==> src/rtl/regfile_cmd_ctrl.sv <==
// Purpose : byte-frame command sequencer from UART RX to the register file, read data returned to TX FIFO.
// Latency : write strobe 1 cycle after data byte; read RdEn at N+1, TX push at N+3 after address byte N.
// Backpr. : holds the read byte while TX_FULL is high, pushes the cycle after it drops; RX bytes are never stalled.
//
// Ports:
//   CLK, RST_n                    clock, asynchronous active-low reset
//   RX_P_DATA / RX_D_VLD          received byte and its one-cycle valid pulse
//   WrEn, RdEn, Address, WrData   register file strobes, address and write data (all registered)
//   RdData / RdData_valid         register file read return
//   TX_P_DATA / TX_D_VLD, TX_FULL byte and push strobe to the TX FIFO, FIFO full flag
//   busy, cmd_err                 not-idle flag, one-cycle protocol error pulse
// Optional: define CMD_BURST_RD_EN to add opcode 0xBC (addr, count) burst read.
module regfile_cmd_ctrl #(
  parameter int DATA_WIDTH     = 8,
  parameter int REG_FILE_DEPTH = 16,
  parameter int ADDR_WIDTH     = $clog2(REG_FILE_DEPTH),
  parameter int RD_TIMEOUT     = 4
) (
  input  logic                  CLK,
  input  logic                  RST_n,
  input  logic [DATA_WIDTH-1:0] RX_P_DATA,
  input  logic                  RX_D_VLD,
  output logic                  WrEn,
  output logic                  RdEn,
  output logic [ADDR_WIDTH-1:0] Address,
  output logic [DATA_WIDTH-1:0] WrData,
  input  logic [DATA_WIDTH-1:0] RdData,
  input  logic                  RdData_valid,
  output logic [DATA_WIDTH-1:0] TX_P_DATA,
  output logic                  TX_D_VLD,
  input  logic                  TX_FULL,
  output logic                  busy,
  output logic                  cmd_err
);

  localparam logic [DATA_WIDTH-1:0] OP_WR     = DATA_WIDTH'(8'hAA);
  localparam logic [DATA_WIDTH-1:0] OP_RD     = DATA_WIDTH'(8'hBB);
  localparam int                    TW        = $clog2(RD_TIMEOUT) + 1;
  localparam logic [TW-1:0]         TMO_LAST  = TW'(RD_TIMEOUT - 1);
  localparam logic [ADDR_WIDTH-1:0] LAST_ADDR = ADDR_WIDTH'(REG_FILE_DEPTH - 1);

`ifdef CMD_BURST_RD_EN
  localparam logic [DATA_WIDTH-1:0] OP_BRD = DATA_WIDTH'(8'hBC);
  localparam int STATE_W = 4;
`else
  localparam int STATE_W = 3;
`endif

  typedef enum logic [STATE_W-1:0] {
    IDLE, WR_ADDR, WR_DATA, RD_ADDR, RD_REQ, RD_WAIT, TX_SEND
`ifdef CMD_BURST_RD_EN
    , BR_ADDR, BR_CNT
`endif
  } state_t;

  state_t                state_q, state_d;
  logic                  wr_en_q, wr_en_d;
  logic                  rd_en_q, rd_en_d;
  logic [ADDR_WIDTH-1:0] addr_q, addr_d;
  logic [DATA_WIDTH-1:0] wr_data_q, wr_data_d;
  logic [DATA_WIDTH-1:0] tx_data_q, tx_data_d;
  logic                  tx_vld_q, tx_vld_d;
  logic                  busy_q, busy_d;
  logic                  cmd_err_q, cmd_err_d;
  logic [DATA_WIDTH-1:0] rd_byte_q, rd_byte_d;
  logic [TW-1:0]         tmo_q, tmo_d;
`ifdef CMD_BURST_RD_EN
  logic [DATA_WIDTH-1:0] burst_cnt_q, burst_cnt_d;  // reads remaining, including the one in flight
`endif

  logic                  addr_ok;
  logic                  push;
  logic [DATA_WIDTH-1:0] push_byte;

  assign addr_ok = ~|RX_P_DATA[DATA_WIDTH-1:ADDR_WIDTH];

  always_comb begin
    state_d     = state_q;
    wr_en_d     = 1'b0;
    rd_en_d     = 1'b0;
    addr_d      = addr_q;
    wr_data_d   = wr_data_q;
    tx_data_d   = tx_data_q;
    tx_vld_d    = 1'b0;
    cmd_err_d   = 1'b0;
    rd_byte_d   = rd_byte_q;
    tmo_d       = tmo_q;
    push        = 1'b0;
    push_byte   = rd_byte_q;
`ifdef CMD_BURST_RD_EN
    burst_cnt_d = burst_cnt_q;
`endif

    case (state_q)
      IDLE: begin
        if (RX_D_VLD) begin
          case (RX_P_DATA)
            OP_WR:   state_d = WR_ADDR;
            OP_RD:   state_d = RD_ADDR;
`ifdef CMD_BURST_RD_EN
            OP_BRD:  state_d = BR_ADDR;
`endif
            default: cmd_err_d = 1'b1;
          endcase
        end
      end
      WR_ADDR: begin
        if (RX_D_VLD) begin
          if (addr_ok) begin
            addr_d  = RX_P_DATA[ADDR_WIDTH-1:0];
            state_d = WR_DATA;
          end else begin
            cmd_err_d = 1'b1;
            state_d   = IDLE;
          end
        end
      end
      WR_DATA: begin
        if (RX_D_VLD) begin
          wr_data_d = RX_P_DATA;
          wr_en_d   = 1'b1;
          state_d   = IDLE;
        end
      end
      RD_ADDR: begin
        if (RX_D_VLD) begin
          if (addr_ok) begin
            addr_d  = RX_P_DATA[ADDR_WIDTH-1:0];
            rd_en_d = 1'b1;          // strobe lands in RD_REQ, one cycle after the address byte
            state_d = RD_REQ;
`ifdef CMD_BURST_RD_EN
            burst_cnt_d = DATA_WIDTH'(1);
`endif
          end else begin
            cmd_err_d = 1'b1;
            state_d   = IDLE;
          end
        end
      end
`ifdef CMD_BURST_RD_EN
      BR_ADDR: begin
        if (RX_D_VLD) begin
          if (addr_ok) begin
            addr_d  = RX_P_DATA[ADDR_WIDTH-1:0];
            state_d = BR_CNT;
          end else begin
            cmd_err_d = 1'b1;
            state_d   = IDLE;
          end
        end
      end
      BR_CNT: begin
        if (RX_D_VLD) begin
          if (RX_P_DATA == '0) begin
            cmd_err_d = 1'b1;
            state_d   = IDLE;
          end else begin
            burst_cnt_d = RX_P_DATA;
            rd_en_d     = 1'b1;
            state_d     = RD_REQ;
          end
        end
      end
`endif
      RD_REQ: begin
        if (RX_D_VLD) cmd_err_d = 1'b1;
        tmo_d   = '0;
        state_d = RD_WAIT;
      end
      RD_WAIT: begin
        if (RX_D_VLD) cmd_err_d = 1'b1;
        if (RdData_valid) begin
          // Push straight from the return bus when the FIFO has room, so the nominal
          // path reaches TX one cycle after RdData_valid.
          if (!TX_FULL) begin
            push      = 1'b1;
            push_byte = RdData;
          end else begin
            rd_byte_d = RdData;
            state_d   = TX_SEND;
          end
        end else if (tmo_q == TMO_LAST) begin
          cmd_err_d = 1'b1;
          state_d   = IDLE;
`ifdef CMD_BURST_RD_EN
          burst_cnt_d = '0;
`endif
        end else begin
          tmo_d = tmo_q + 1'b1;
        end
      end
      TX_SEND: begin
        if (RX_D_VLD) cmd_err_d = 1'b1;
        if (!TX_FULL) begin
          push      = 1'b1;
          push_byte = rd_byte_q;
        end
      end
      default: state_d = IDLE;
    endcase

    if (push) begin
      tx_vld_d  = 1'b1;
      tx_data_d = push_byte;
      state_d   = IDLE;
`ifdef CMD_BURST_RD_EN
      // Chain the next burst read right behind this push.
      if (burst_cnt_q > DATA_WIDTH'(1)) begin
        burst_cnt_d = burst_cnt_q - 1'b1;
        addr_d      = (addr_q == LAST_ADDR) ? '0 : addr_q + 1'b1;
        rd_en_d     = 1'b1;
        state_d     = RD_REQ;
      end else begin
        burst_cnt_d = '0;
      end
`endif
    end

    busy_d = (state_d != IDLE);
  end

  always_ff @(posedge CLK or negedge RST_n) begin
    if (!RST_n) begin
      state_q     <= IDLE;
      wr_en_q     <= 1'b0;
      rd_en_q     <= 1'b0;
      addr_q      <= '0;
      wr_data_q   <= '0;
      tx_data_q   <= '0;
      tx_vld_q    <= 1'b0;
      busy_q      <= 1'b0;
      cmd_err_q   <= 1'b0;
      rd_byte_q   <= '0;
      tmo_q       <= '0;
`ifdef CMD_BURST_RD_EN
      burst_cnt_q <= '0;
`endif
    end else begin
      state_q     <= state_d;
      wr_en_q     <= wr_en_d;
      rd_en_q     <= rd_en_d;
      addr_q      <= addr_d;
      wr_data_q   <= wr_data_d;
      tx_data_q   <= tx_data_d;
      tx_vld_q    <= tx_vld_d;
      busy_q      <= busy_d;
      cmd_err_q   <= cmd_err_d;
      rd_byte_q   <= rd_byte_d;
      tmo_q       <= tmo_d;
`ifdef CMD_BURST_RD_EN
      burst_cnt_q <= burst_cnt_d;
`endif
    end
  end

  assign WrEn      = wr_en_q;
  assign RdEn      = rd_en_q;
  assign Address   = addr_q;
  assign WrData    = wr_data_q;
  assign TX_P_DATA = tx_data_q;
  assign TX_D_VLD  = tx_vld_q;
  assign busy      = busy_q;
  assign cmd_err   = cmd_err_q;

endmodule

==> config.mk <==
export PLATFORM = sky130hd
export DESIGN_NAME = regfile_cmd_ctrl
export DESIGN_NICKNAME = d
export VERILOG_FILES = /design/src/rtl/regfile_cmd_ctrl.sv
export SDC_FILE = /design/constraint.sdc
export NUM_CORES = 1
export LEC_CHECK = 0
export CORE_MARGIN = 4
export CORE_UTILIZATION = 25
export DETAILED_ROUTE_END_ITERATION = 10
export PLACE_DENSITY = 0.48
export SETUP_SLACK_MARGIN = 0.1
export SLEW_MARGIN = 10
export SYNTH_ARGS = -nofsm -noshare
export SYNTH_HDL_FRONTEND = slang
export SYNTH_SLANG_ARGS = --single-unit
==> constraint.sdc <==
create_clock -name CLK -period 2.02 [get_ports CLK]
set_clock_uncertainty 0.1 [all_clocks]
set_input_delay 0.404 -clock CLK [delete_from_list [all_inputs] [get_ports CLK]]
set_output_delay 0.404 -clock CLK [all_outputs]
set_load 0.005 [all_outputs]
==> metrics.cfg <==
[critical_path]
crit_slowest_cell = clkdlybuf4s50_1
cp.arrival_ps = 1910
worstPathCellList = clkdlybuf4s50_1 -> nor4bb_1 -> buf_4 -> mux2_2
endpoint_kind = flip-flop
worst_setup_path_start_kind = input port
crit_family = buffers and inverters
worst-path-buf-inv = 2
crit_required_ps = 2090
crit_path_max_fanout = 8
max_stage_delay_ps = 500
worst-setup-path-type = input port to flip-flop

[floorplanning]
io_pins = 46
die_h_um = 91.98
dieArea_sq_um = 8459
initial_utilization_pct = 25.81
core_sq_um = 6832
rows = 30
die_x_um = 91.98

[sta]
setup_slack_ps = 186.7
max_freq_mhz = 545.5
setup_violations = 0
finalMaxSlewViolations = 0
rsz0062_at_grt = no
tns_ps = 0
slew_headroom_pct = 75.28
worst_pin_slew_ps = 365.8
min_period_over_period_pct = 90.76
min_period_ps = 1833
finalHoldViolCount = 0

[routing]
ant_nets = 0
via_per_inst = 4.522
initialDrtViolationCount = 23
vias = 1343
first_pass_iters = 3
routed_wl_um = 4061
drc = 0
wl_per_cell_um = 13.67

[finish]
layout_commonest_cell = clkdlybuf4s50_1
stdcell_count = 297
nets = 223
drive_above_1_share_pct = 24.38
final_cell_mix = 44 x clkdlybuf4s50_1, 39 x dfrtp_1, 20 x mux2_2
num_antenna_cells = 0
utilization_pct = 37.34
area_growth_pct = 44.71

[grt]
overflow = 0
use_met2_pct = 17.15
grt_busiest_layer = met2
grt_use_met1_pct = 12.70
grt_pass1_wl_um = 6934
grt_max_degree = 40
use_met3_pct = 3.938
groute.usage.overall_pct = 10.37
antenna_found_initial = 0
grt_pass1_vias = 1479

[yosys]
ys_types = 35
synthCells = 139
syn_avg_cell_area_sq_um = 12.68
ys_ff_latch = 39
syn_area_sq_um = 1763
yosysWarnings = 0
seq_area_frac_synth_pct = 55.36
synth_nets = 162

[cts]
root_buffer = clkbuf_8
cts_sinks = 39
cts_buffers = 5
cts_setup_buffers = 0
clk_pin_slew_ps = 70
clk_latency_ps = 280
cts_tree = yes
clock_path_buffers = 2
cts_max_level = 2

[placed_design]
port-buffer-count = 45
pre_cts_slack_ps = -172.3
dp_hpwl_um = 3056
placed_cells = 288
place.gp.congestion = 0.7260

[pwr]
max-vdd-ir-drop_uv = 229.6
power-per-cell-area_nw_per_um2 = 664.3
power.leakage_nw = 1.186

[status]
outcome = completed

[worst_hold_path]
hold_path_class = flip-flop to flip-flop

[flow_run]
drv_cap = 0

==> synth_stat cells, drive strengths merged <==
master | count | area (sq um)
nor4bb | 3 | 30.03
nor3b | 1 | 7.510
a31oi | 2 | 12.51
a21o | 8 | 60.06
a21oi | 1 | 5.000
nor2b | 1 | 6.260
dfrtp | 39 | 975.9
a22o | 12 | 105.1
nand4b | 1 | 8.760
inv | 3 | 11.26
ha | 2 | 25.02
xor2 | 1 | 8.760
a22oi | 1 | 7.510
buf | 6 | 30.03
nand3b | 1 | 7.510
and2 | 2 | 12.51
o211a | 1 | 10.01
nor4 | 3 | 25.02
or3 | 1 | 6.260
nand2 | 3 | 11.26
o2bb2ai | 1 | 8.760
or4b | 1 | 10.01
nor3 | 3 | 20.02
mux2 | 20 | 225.2
and4b | 1 | 10.01
mux2i | 1 | 10.01
nor2 | 6 | 32.53
o31ai | 1 | 7.510
nand2b | 5 | 31.28
o22ai | 1 | 6.260
o21ai | 7 | 35.03
==> report_power, final <==
part	internal, mW	total [mW]	switching (mW)
sequential	0.816	0.837	0.0209
combinational	0.126	0.195	0.0685
clock	0.400	0.663	0.264
==> flip-flops by register name, indices dropped and copies added, names as in the netlist <==
register and flops:
TX_D_VLD 1, TX_P_DATA 8, WrEn 1, tmo_q 3, RdEn 1, busy 1
cmd_err 1, Address 4, state_q 3, rd_byte_q 8, WrData 8
==> through the flow <==
stage          total power [mW]  instance area [sq um]  hold slack [ps]
3_5_place_dp              1.049                   2422            292.0
6_report                  1.695                   2551            376.5
3_3_place_gp              1.046                   2422            288.8
4_1_cts                   1.728                   2550            382.9
5_1_grt                   1.779                   2551            403.6
2_1_floorplan            0.8978                   1763            8.409
==> cell type report <==
class | count | area [sq um]
Fill cell | 701 | 4280
Sequential cell | 39 | 975.9
Multi-Input combinational cell | 91 | 753.2
Timing Repair Buffer | 60 | 573.1
Tap cell | 96 | 120.1
Clock buffer | 6 | 82.58
Clock inverter | 2 | 35.03
Inverter | 3 | 11.26
==> logic make-up (layout without fill, tap and decap cells) <==
group | Yosys count | in the layout | share of synthesized area [%]
muxes | 21 | 21 | 13.34
AOI/OAI and AO/OA | 35 | 35 | 14.62
xor gates and xnor gates | 1 | 1 | 0.4969
DFF | 39 | 39 | 55.36
adders and majority gates | 2 | 2 | 1.419
buffers and inverters | 9 | 71 | 2.342
and+or+nand+nor | 32 | 32 | 12.42
==> what timing repair did <==
action	4_1_cts	5_1_grt
gates resized for setup	0	1
endpoints found under the setup margin	0	2
hold buffers	1	0
endpoints found under the hold margin	39	0
==> final timing paths <==
| check | from | to | slack, ps | cells after the start |
|---|---|---|---|---|
| max reg2reg | state_q[2]$_DFF_PN0_ | WrData[7]$_DFFE_PN0P_ | 270 | 3 |
| max in group asynchronous | RST_n | rd_byte_q[6]$_DFFE_PN0P_ | 1120 | 3 |
| min in group asynchronous | RST_n | TX_P_DATA[4]$_DFFE_PN0P_ | 520 | 3 |
| min | TX_P_DATA[2]$_DFFE_PN0P_ | TX_P_DATA[2]$_DFFE_PN0P_ | 380 | 1 |
| max | RX_D_VLD | WrData[7]$_DFFE_PN0P_ | 190 | 4 |
| min reg2reg | TX_P_DATA[2]$_DFFE_PN0P_ | TX_P_DATA[2]$_DFFE_PN0P_ | 380 | 1 |
==> worst register-to-register path, cell delays in order (launching register included) <==
cell      delay (ps)
dfrtp_1          520
nor4bb_1         420
buf_4            260
mux2_2           350
==> metal layers <==
layer | vias to the layer above | routed length [um]
met2 | 40 | 1939
met4 | 0 | 32
met1 | 661 | 1794
met5 | - | 0
met3 | 3 | 293
li1 | 639 | -
No activity file was read; power rests on OpenSTA's default activity.
